`src/rtl/pin_host_pkg.sv`:
```
// Shared definitions for the tt_um_top pin-interface host sequencer:
// op codes, pin control codes, FSM states and pin bit positions.
package pin_host_pkg;

  typedef enum logic [1:0] {
    OP_ADD   = 2'd0,
    OP_LATCH = 2'd1,
    OP_VGA   = 2'd2,
    OP_CAM   = 2'd3
  } op_e;

  typedef enum logic [1:0] {
    CTRL_ADD   = 2'b00,
    CTRL_LATCH = 2'b01,
    CTRL_VGA   = 2'b10,
    CTRL_CAM   = 2'b11
  } ctrl_e;

  typedef enum logic [1:0] {
    ST_IDLE = 2'd0,
    ST_WAIT = 2'd1,
    ST_RESP = 2'd2
  } state_e;

  localparam int CTRL_HI = 7;
  localparam int CTRL_LO = 6;
  localparam int CAM_WR  = 5;

  localparam logic [7:0] VGA_UI = 8'h80;

  // VGA and CAM go through registered paths inside the target and need the longer settle time.
  function automatic logic is_seq_op(input logic [1:0] op);
    return (op == OP_VGA) || (op == OP_CAM);
  endfunction

endpackage

```
`src/rtl/pin_host_seq_if.sv`:
```
// Command and response valid/ready channels between a harness driver
// (master) and the pin host sequencer (slave).
interface pin_host_seq_if;

  logic       cmd_valid;
  logic       cmd_ready;
  logic [1:0] cmd_op;
  logic       cmd_wr;
  logic [5:0] cmd_a;
  logic [7:0] cmd_b;

  logic       rsp_valid;
  logic       rsp_ready;
  logic [1:0] rsp_op;
  logic [7:0] rsp_data;

  modport master (
    output cmd_valid, cmd_op, cmd_wr, cmd_a, cmd_b, rsp_ready,
    input  cmd_ready, rsp_valid, rsp_op, rsp_data
  );

  modport slave (
    input  cmd_valid, cmd_op, cmd_wr, cmd_a, cmd_b, rsp_ready,
    output cmd_ready, rsp_valid, rsp_op, rsp_data
  );

endinterface

```
`src/rtl/pin_image_enc.sv`:
```
// Maps a host command onto the ui_in/uio_in image expected by tt_um_top.
// Purely combinational; the sequencer registers the result on acceptance.
module pin_image_enc
  import pin_host_pkg::*;
(
  input  logic [1:0] op,
  input  logic       wr,
  input  logic [5:0] a,
  input  logic [7:0] b,
  output logic [7:0] ui,
  output logic [7:0] uio
);

  always_comb begin
    ui  = '0;
    uio = '0;
    case (op)
      OP_ADD: begin
        ui  = {CTRL_ADD, a};
        uio = b;
      end
      OP_LATCH: begin
        ui  = {CTRL_LATCH, a};
        uio = b;
      end
      OP_VGA: begin
        ui  = VGA_UI;
        uio = 8'h00;
      end
      default: begin
        // a[5] has no meaning for CAM; bit 5 carries the write strobe instead.
        ui  = {CTRL_CAM, wr, a[4:0]};
        uio = b;
      end
    endcase
  end

endmodule

```
`src/rtl/pin_host_seq.sv`:
```
// Host-side initiator for the multiplexed tt_um_top pins: accepts a command,
// drives the pin image, waits a fixed settle time and returns uo_out.
//
// state   | meaning
// --------+-----------------------------------------------------------
// ST_IDLE | ready for a command; pins hold the previous image
// ST_WAIT | pins driven, settle counter running down to 0
// ST_RESP | captured uo_out presented, waiting for rsp_ready
module pin_host_seq
  import pin_host_pkg::*;
#(
  parameter int WAIT_COMB = 1,
  parameter int WAIT_SEQ  = 3
) (
  input  logic           clk,
  input  logic           rst_n,
  pin_host_seq_if.slave  bus,
  output logic [7:0]     dut_ui_in,
  output logic [7:0]     dut_uio_in,
  input  logic [7:0]     dut_uo_out,
  output logic           busy
);

  if (WAIT_COMB < 1 || WAIT_COMB > 4) begin : g_bad_wait_comb
    $error("pin_host_seq: WAIT_COMB must be in 1..4");
  end
  if (WAIT_SEQ < 2 || WAIT_SEQ > 4) begin : g_bad_wait_seq
    $error("pin_host_seq: WAIT_SEQ must be in 2..4");
  end

  localparam logic [1:0] CNT_COMB = 2'(WAIT_COMB - 1);
  localparam logic [1:0] CNT_SEQ  = 2'(WAIT_SEQ - 1);

  state_e     state_q, state_d;
  logic [1:0] cnt_q;
  logic [1:0] op_q;
  logic       accept;
  logic       capture;
  logic       rsp_valid_q;
  logic [1:0] rsp_op_q;
  logic [7:0] rsp_data_q;
  logic [7:0] enc_ui;
  logic [7:0] enc_uio;

  pin_image_enc u_enc (
    .op  (bus.cmd_op),
    .wr  (bus.cmd_wr),
    .a   (bus.cmd_a),
    .b   (bus.cmd_b),
    .ui  (enc_ui),
    .uio (enc_uio)
  );

  always_ff @(posedge clk or negedge rst_n) begin
    if (!rst_n) begin
      state_q <= ST_IDLE;
    end else begin
      state_q <= state_d;
    end
  end

  always_comb begin
    state_d = state_q;
    accept  = 1'b0;
    capture = 1'b0;
    case (state_q)
      ST_IDLE: begin
        if (bus.cmd_valid) begin
          accept  = 1'b1;
          state_d = ST_WAIT;
        end
      end
      ST_WAIT: begin
        if (cnt_q == 2'd0) begin
          capture = 1'b1;
          state_d = ST_RESP;
        end
      end
      ST_RESP: begin
        if (bus.rsp_ready) begin
          state_d = ST_IDLE;
        end
      end
      default: state_d = ST_IDLE;
    endcase
  end

  always_ff @(posedge clk or negedge rst_n) begin
    if (!rst_n) begin
      cnt_q      <= '0;
      op_q       <= '0;
      dut_ui_in  <= '0;
      dut_uio_in <= '0;
    end else if (accept) begin
      cnt_q      <= is_seq_op(bus.cmd_op) ? CNT_SEQ : CNT_COMB;
      op_q       <= bus.cmd_op;
      dut_ui_in  <= enc_ui;
      dut_uio_in <= enc_uio;
    end else if (state_q == ST_WAIT) begin
      if (cnt_q != 2'd0) begin
        cnt_q <= cnt_q - 2'd1;
      end
      // Bit 5 is the CAM write strobe only; for ADD/LATCH it is operand data.
      if (dut_ui_in[CTRL_HI:CTRL_LO] == CTRL_CAM) begin
        dut_ui_in[CAM_WR] <= 1'b0;
      end
    end
  end

  always_ff @(posedge clk or negedge rst_n) begin
    if (!rst_n) begin
      rsp_valid_q <= 1'b0;
      rsp_op_q    <= '0;
      rsp_data_q  <= '0;
    end else if (capture) begin
      rsp_valid_q <= 1'b1;
      rsp_op_q    <= op_q;
      rsp_data_q  <= dut_uo_out;
    end else if (state_q == ST_RESP && bus.rsp_ready) begin
      rsp_valid_q <= 1'b0;
    end
  end

  assign bus.cmd_ready = (state_q == ST_IDLE);
  assign bus.rsp_valid = rsp_valid_q;
  assign bus.rsp_op    = rsp_op_q;
  assign bus.rsp_data  = rsp_data_q;
  assign busy          = (state_q != ST_IDLE);

endmodule

```
`src/flat_wrapper.sv`:
```
// flat-port wrapper written by rule: the top's interface ports become plain ports
module pin_host_seq_flat import pin_host_pkg::*;
#(
  parameter int WAIT_COMB = 1,
  parameter int WAIT_SEQ  = 3
)
  (clk, rst_n, dut_ui_in, dut_uio_in, dut_uo_out, busy, bus_cmd_valid, bus_cmd_op, bus_cmd_wr, bus_cmd_a, bus_cmd_b, bus_rsp_ready, bus_cmd_ready, bus_rsp_valid, bus_rsp_op, bus_rsp_data);
  pin_host_seq_if bus_i ();
  input  logic clk;
  input  logic rst_n;
  output logic [7:0] dut_ui_in;
  output logic [7:0] dut_uio_in;
  input  logic [7:0] dut_uo_out;
  output logic busy;
  input wire logic [$bits(bus_i.cmd_valid)-1:0] bus_cmd_valid;
  input wire logic [$bits(bus_i.cmd_op)-1:0] bus_cmd_op;
  input wire logic [$bits(bus_i.cmd_wr)-1:0] bus_cmd_wr;
  input wire logic [$bits(bus_i.cmd_a)-1:0] bus_cmd_a;
  input wire logic [$bits(bus_i.cmd_b)-1:0] bus_cmd_b;
  input wire logic [$bits(bus_i.rsp_ready)-1:0] bus_rsp_ready;
  output wire logic [$bits(bus_i.cmd_ready)-1:0] bus_cmd_ready;
  output wire logic [$bits(bus_i.rsp_valid)-1:0] bus_rsp_valid;
  output wire logic [$bits(bus_i.rsp_op)-1:0] bus_rsp_op;
  output wire logic [$bits(bus_i.rsp_data)-1:0] bus_rsp_data;
  assign bus_i.cmd_valid = bus_cmd_valid;
  assign bus_i.cmd_op = bus_cmd_op;
  assign bus_i.cmd_wr = bus_cmd_wr;
  assign bus_i.cmd_a = bus_cmd_a;
  assign bus_i.cmd_b = bus_cmd_b;
  assign bus_i.rsp_ready = bus_rsp_ready;
  assign bus_cmd_ready = bus_i.cmd_ready;
  assign bus_rsp_valid = bus_i.rsp_valid;
  assign bus_rsp_op = bus_i.rsp_op;
  assign bus_rsp_data = bus_i.rsp_data;
  pin_host_seq #(.WAIT_COMB(WAIT_COMB), .WAIT_SEQ(WAIT_SEQ)) u_core (.clk(clk), .rst_n(rst_n), .bus(bus_i), .dut_ui_in(dut_ui_in), .dut_uio_in(dut_uio_in), .dut_uo_out(dut_uo_out), .busy(busy));
endmodule
```
`config.mk`:
```
export PLATFORM = sky130hd
export DESIGN_NAME = pin_host_seq_flat
export DESIGN_NICKNAME = d
export VERILOG_FILES = /design/src/rtl/pin_host_pkg.sv /design/src/rtl/pin_host_seq_if.sv /design/src/rtl/pin_image_enc.sv /design/src/rtl/pin_host_seq.sv /design/src/flat_wrapper.sv
export SDC_FILE = /design/constraint.sdc
export NUM_CORES = 1
export LEC_CHECK = 0
export ABC_CLOCK_PERIOD_IN_PS = 1610
export BUFFER_PORTS_ARGS = -buffer_cell sky130_fd_sc_hd__buf_2
export CAP_MARGIN = 20
export CORE_MARGIN = 2
export CORE_UTILIZATION = 35
export DETAILED_ROUTE_END_ITERATION = 8
export HOLD_SLACK_MARGIN = 0.06
export PLACE_DENSITY = 0.7
export SYNTH_ARGS = -nofsm -noshare
export SYNTH_HDL_FRONTEND = slang
export SYNTH_SLANG_ARGS = --single-unit
```
`constraint.sdc`:
```
create_clock -name clk -period 1.61 [get_ports clk]
set_input_delay 0.322 -clock clk [delete_from_list [all_inputs] [get_ports clk]]
set_output_delay 0.322 -clock clk [all_outputs]
set_load 0.01 [all_outputs]
```
==> results.yml <==
run_status:
  status: "complete, no violations"
die:
  core_sq_um: 3690
  die_width_um: 66.4
  die_h_um: 66.4
  rows: 22
  initial_core_util_pct: 36.9
  io_pins: 58
  fp.dieArea_sq_um: 4400
clocking:
  cts.clk_slew.worst_paths_ns: 0.06
  htreeDepth: 2
  numCtsBuffers: 5
  cts_tree: "built"
  post_cts_resize_count: 0
  ctsLongestPathBuffers: 2
  clock-root-buffer: "clkbuf_8"
  cts_setup_buffers: 0
  worst_skew_pair.late_latency_ns: 0.28
  clock-sinks: 33
drt:
  vias_per_cell: 4.54
  wl_per_cell_um: 11.5
  drt_first_iter_violations: 25
  drc: 0
  drt_first_pass_iters: 4
  wirelength_um: 2760
  postRouteAntennaNets: 0
  vias: 1084
yosys:
  synthCells: 125
  syn_area_sq_um: 1360
  synth_xor_area_share_pct: 0.643
  yosys.area_share.simple_pct: 21.4
  synth_top_family_by_area: "simple AND/OR/NAND/NOR gates"
  syn_avg_cell_area_sq_um: 10.9
  ys_ff_latch: 33
  synth_compound_area_share_pct: 3.03
  seq_area_frac_synth_pct: 60.7
  yosysWarningCount: 0
  synth_mux_area_share_pct: 8.27
  synth_fp_nets: 155
  yosys.cell_types.count: 25
  yosys.area_share.adder_pct: 0.919
finish:
  multi_input_area_sq_um: 467
  n_antenna_cell: 0
  area_growth_pct: 32.4
  fill_cells: 362
  regArea_sq_um: 826
  post-route-util_pct: 48.8
  drive_gt1_share_pct: 42.9
  fin_nets: 221
timing:
  rsz0062_at_grt: "no"
  min_period_over_period_pct: 90.5
  final.min_clock_period_ns: 1.46
  slew_violations: 0
  setup_viol: 0
  hold_viol_final: 0
  fmax_mhz: 686
  tns_ns: 0
  slew_headroom_pct: 65.3
  fin_ws_ns: 0.153
  tightest_slew_ns: 0.520
  fin_skew_ns: 0.00432
worst_setup_path:
  reg2reg_from: "u_core.cnt_q[0]$_DFFE_PN0P_"
  worstPathArrival_ns: 1.62
  worstPathMaxFanout: 4
  startpoint_type: "flop"
  path_class: "flop to flop"
  crit_required_ns: 1.77
  worstSetupStartpoint: "u_core.cnt_q[0]$_DFFE_PN0P_"
  cp-end-kind: "flop"
  r2r_slack_ns: 0.15
global_route:
  grt_first_pass_wirelength_um: 4550
  antenna_found_initial: 0
  grt_util_all_layers_pct: 14.2
  first_global_vias: 1016
  overflow: 0
  grt_max_degree: 34
placement:
  io_buffers: 57
  globalplace.congestion: 0.707
  dp_slack_ns: 0.181
  dp_hpwl_um: 2040
power_and_ir_drop:
  power.share.clock_pct: 17.1
  ir_drop_mv: 0.855
  cellLeakagePower_nw: 0.985
  p_comb_share_pct: 42.5
  netSwitchingFraction_pct: 35.8
  p_per_area_nw_per_um2: 1990
  switchingPower_mw: 1.28
  p_seq_share_pct: 40.4
  p_int_mw: 2.30
flow_run:
  cap_violations: 0
min_path:
  min-delay-path-class: "primary input to flop"
  hold_start: "bus_rsp_ready"
worst paths after layout:
kind | end | cells past startpoint
worst max register to register | u_core.cnt_q[1]$_DFFE_PN0P_ | 5
max in group asynchronous | u_core.bus.rsp_data[2]$_DFFE_PN0P_ | 3
min in group asynchronous | u_core.dut_uio_in[6]$_DFFE_PN0P_ | 3
worst min register to register | u_core.dut_uio_in[0]$_DFFE_PN0P_ | 2
worst max-delay path | u_core.cnt_q[1]$_DFFE_PN0P_ | 5
worst min-delay path | u_core.state_q[1]$_DFFE_PN0P_ | 2
per-layer routing:
metal / wire length (um) / global-route usage [%]
met5: 0 / 0
met4: 62 / 7.65
met3: 274 / 6.81
met2: 1310 / 22.8
met1: 1120 / 15.5
cell families after synthesis:
kind of cell / Yosys count
flip-flops: 33
AND/OR/NAND/NOR: 63
buffers and inverters: 10
AO/OA/AOI/OAI: 7
multiplexers: 10
adder cells (fa/ha/maj): 1
XOR/XNOR: 1
sequential cells by signal, summed over array words and instances, names as in the netlist:
name and count:
u_core.bus.rsp_data 8, u_core.dut_ui_in 8, u_core.dut_uio_in 8, u_core.bus.rsp_op 2
u_core.cnt_q 2, u_core.op_q 2, u_core.state_q 2, u_core.bus.rsp_valid 1
per-stage QoR:
| stage | hold WS (ns) | instance area, sq um | power, mW | cells |
|---|---|---|---|---|
| after floorplan | 0.0264 | 1360 | 2.44 | 125 |
| after global placement | 0.368 | 1710 | 2.99 | 231 |
| after detailed placement | 0.370 | 1710 | 3.02 | 231 |
| after CTS | 0.224 | 1800 | 3.66 | 239 |
| after global routing | 0.227 | 1800 | 3.89 | 239 |
| final | 0.232 | 1800 | 3.58 | 239 |
worst max-delay path, stage by stage (launching register included):
cell     delay (ns)
dfrtp_1        0.36
inv_1          0.05
ha_1           0.23
nor3b_1        0.46
a21o_1         0.18
o21ai_0        0.06
power by group through the flow:
stage	Clock [mW]	Combinational, mW	Sequential (mW)
global placement	0	1.53	1.46
floorplan	0	0.817	1.62
CTS	0.642	1.56	1.45
detailed placement	0	1.55	1.47
global route	0.692	1.70	1.50
finish	0.614	1.52	1.45
synth_stat cells:
library cell,number,area [sq um]
buf_2,1,5.00
a31oi_1,1,6.26
buf_8,1,15.0
o21ai_0,2,10.0
buf_4,1,7.51
a21oi_1,2,10.0
a21o_1,1,7.51
nand2_1,37,139
xnor2_1,1,8.76
nor2_1,4,15.0
nor3b_4,1,18.8
nand2b_1,1,6.26
nor2b_1,1,6.26
buf_1,1,3.75
inv_1,4,15.0
or2_2,1,6.26
o31ai_1,1,7.51
nand4b_1,1,8.76
or3b_1,1,8.76
dfrtp_1,33,826
nand3_1,15,75.1
mux2_2,10,113
nor3b_1,1,7.51
ha_1,1,12.5
buf_6,2,22.5
what timing repair did:
item / CTS / global route
endpoints found under the setup margin: 0 / 0
hold buffers: 1 / 0
hold endpoints to repair: 6 / 0
layout make-up:
cell class              instances  area share [%]
repair buffers                 65            19.3
flip-flops and latches         33            45.8
multi-input cells              82            25.9
inverters                       4           0.833
well taps                      48            3.33
clock buffers                   7            4.79
layout by cell type, fill, tap and decap left out, drive strengths merged, types with 4 or more instances in the layout:
cell     n
dfrtp   33
nand3   15
nand2   37
inv      4
nor2     4
mux2    10
clkbuf   7
buf     64
(Power assumes the default switching activity.)
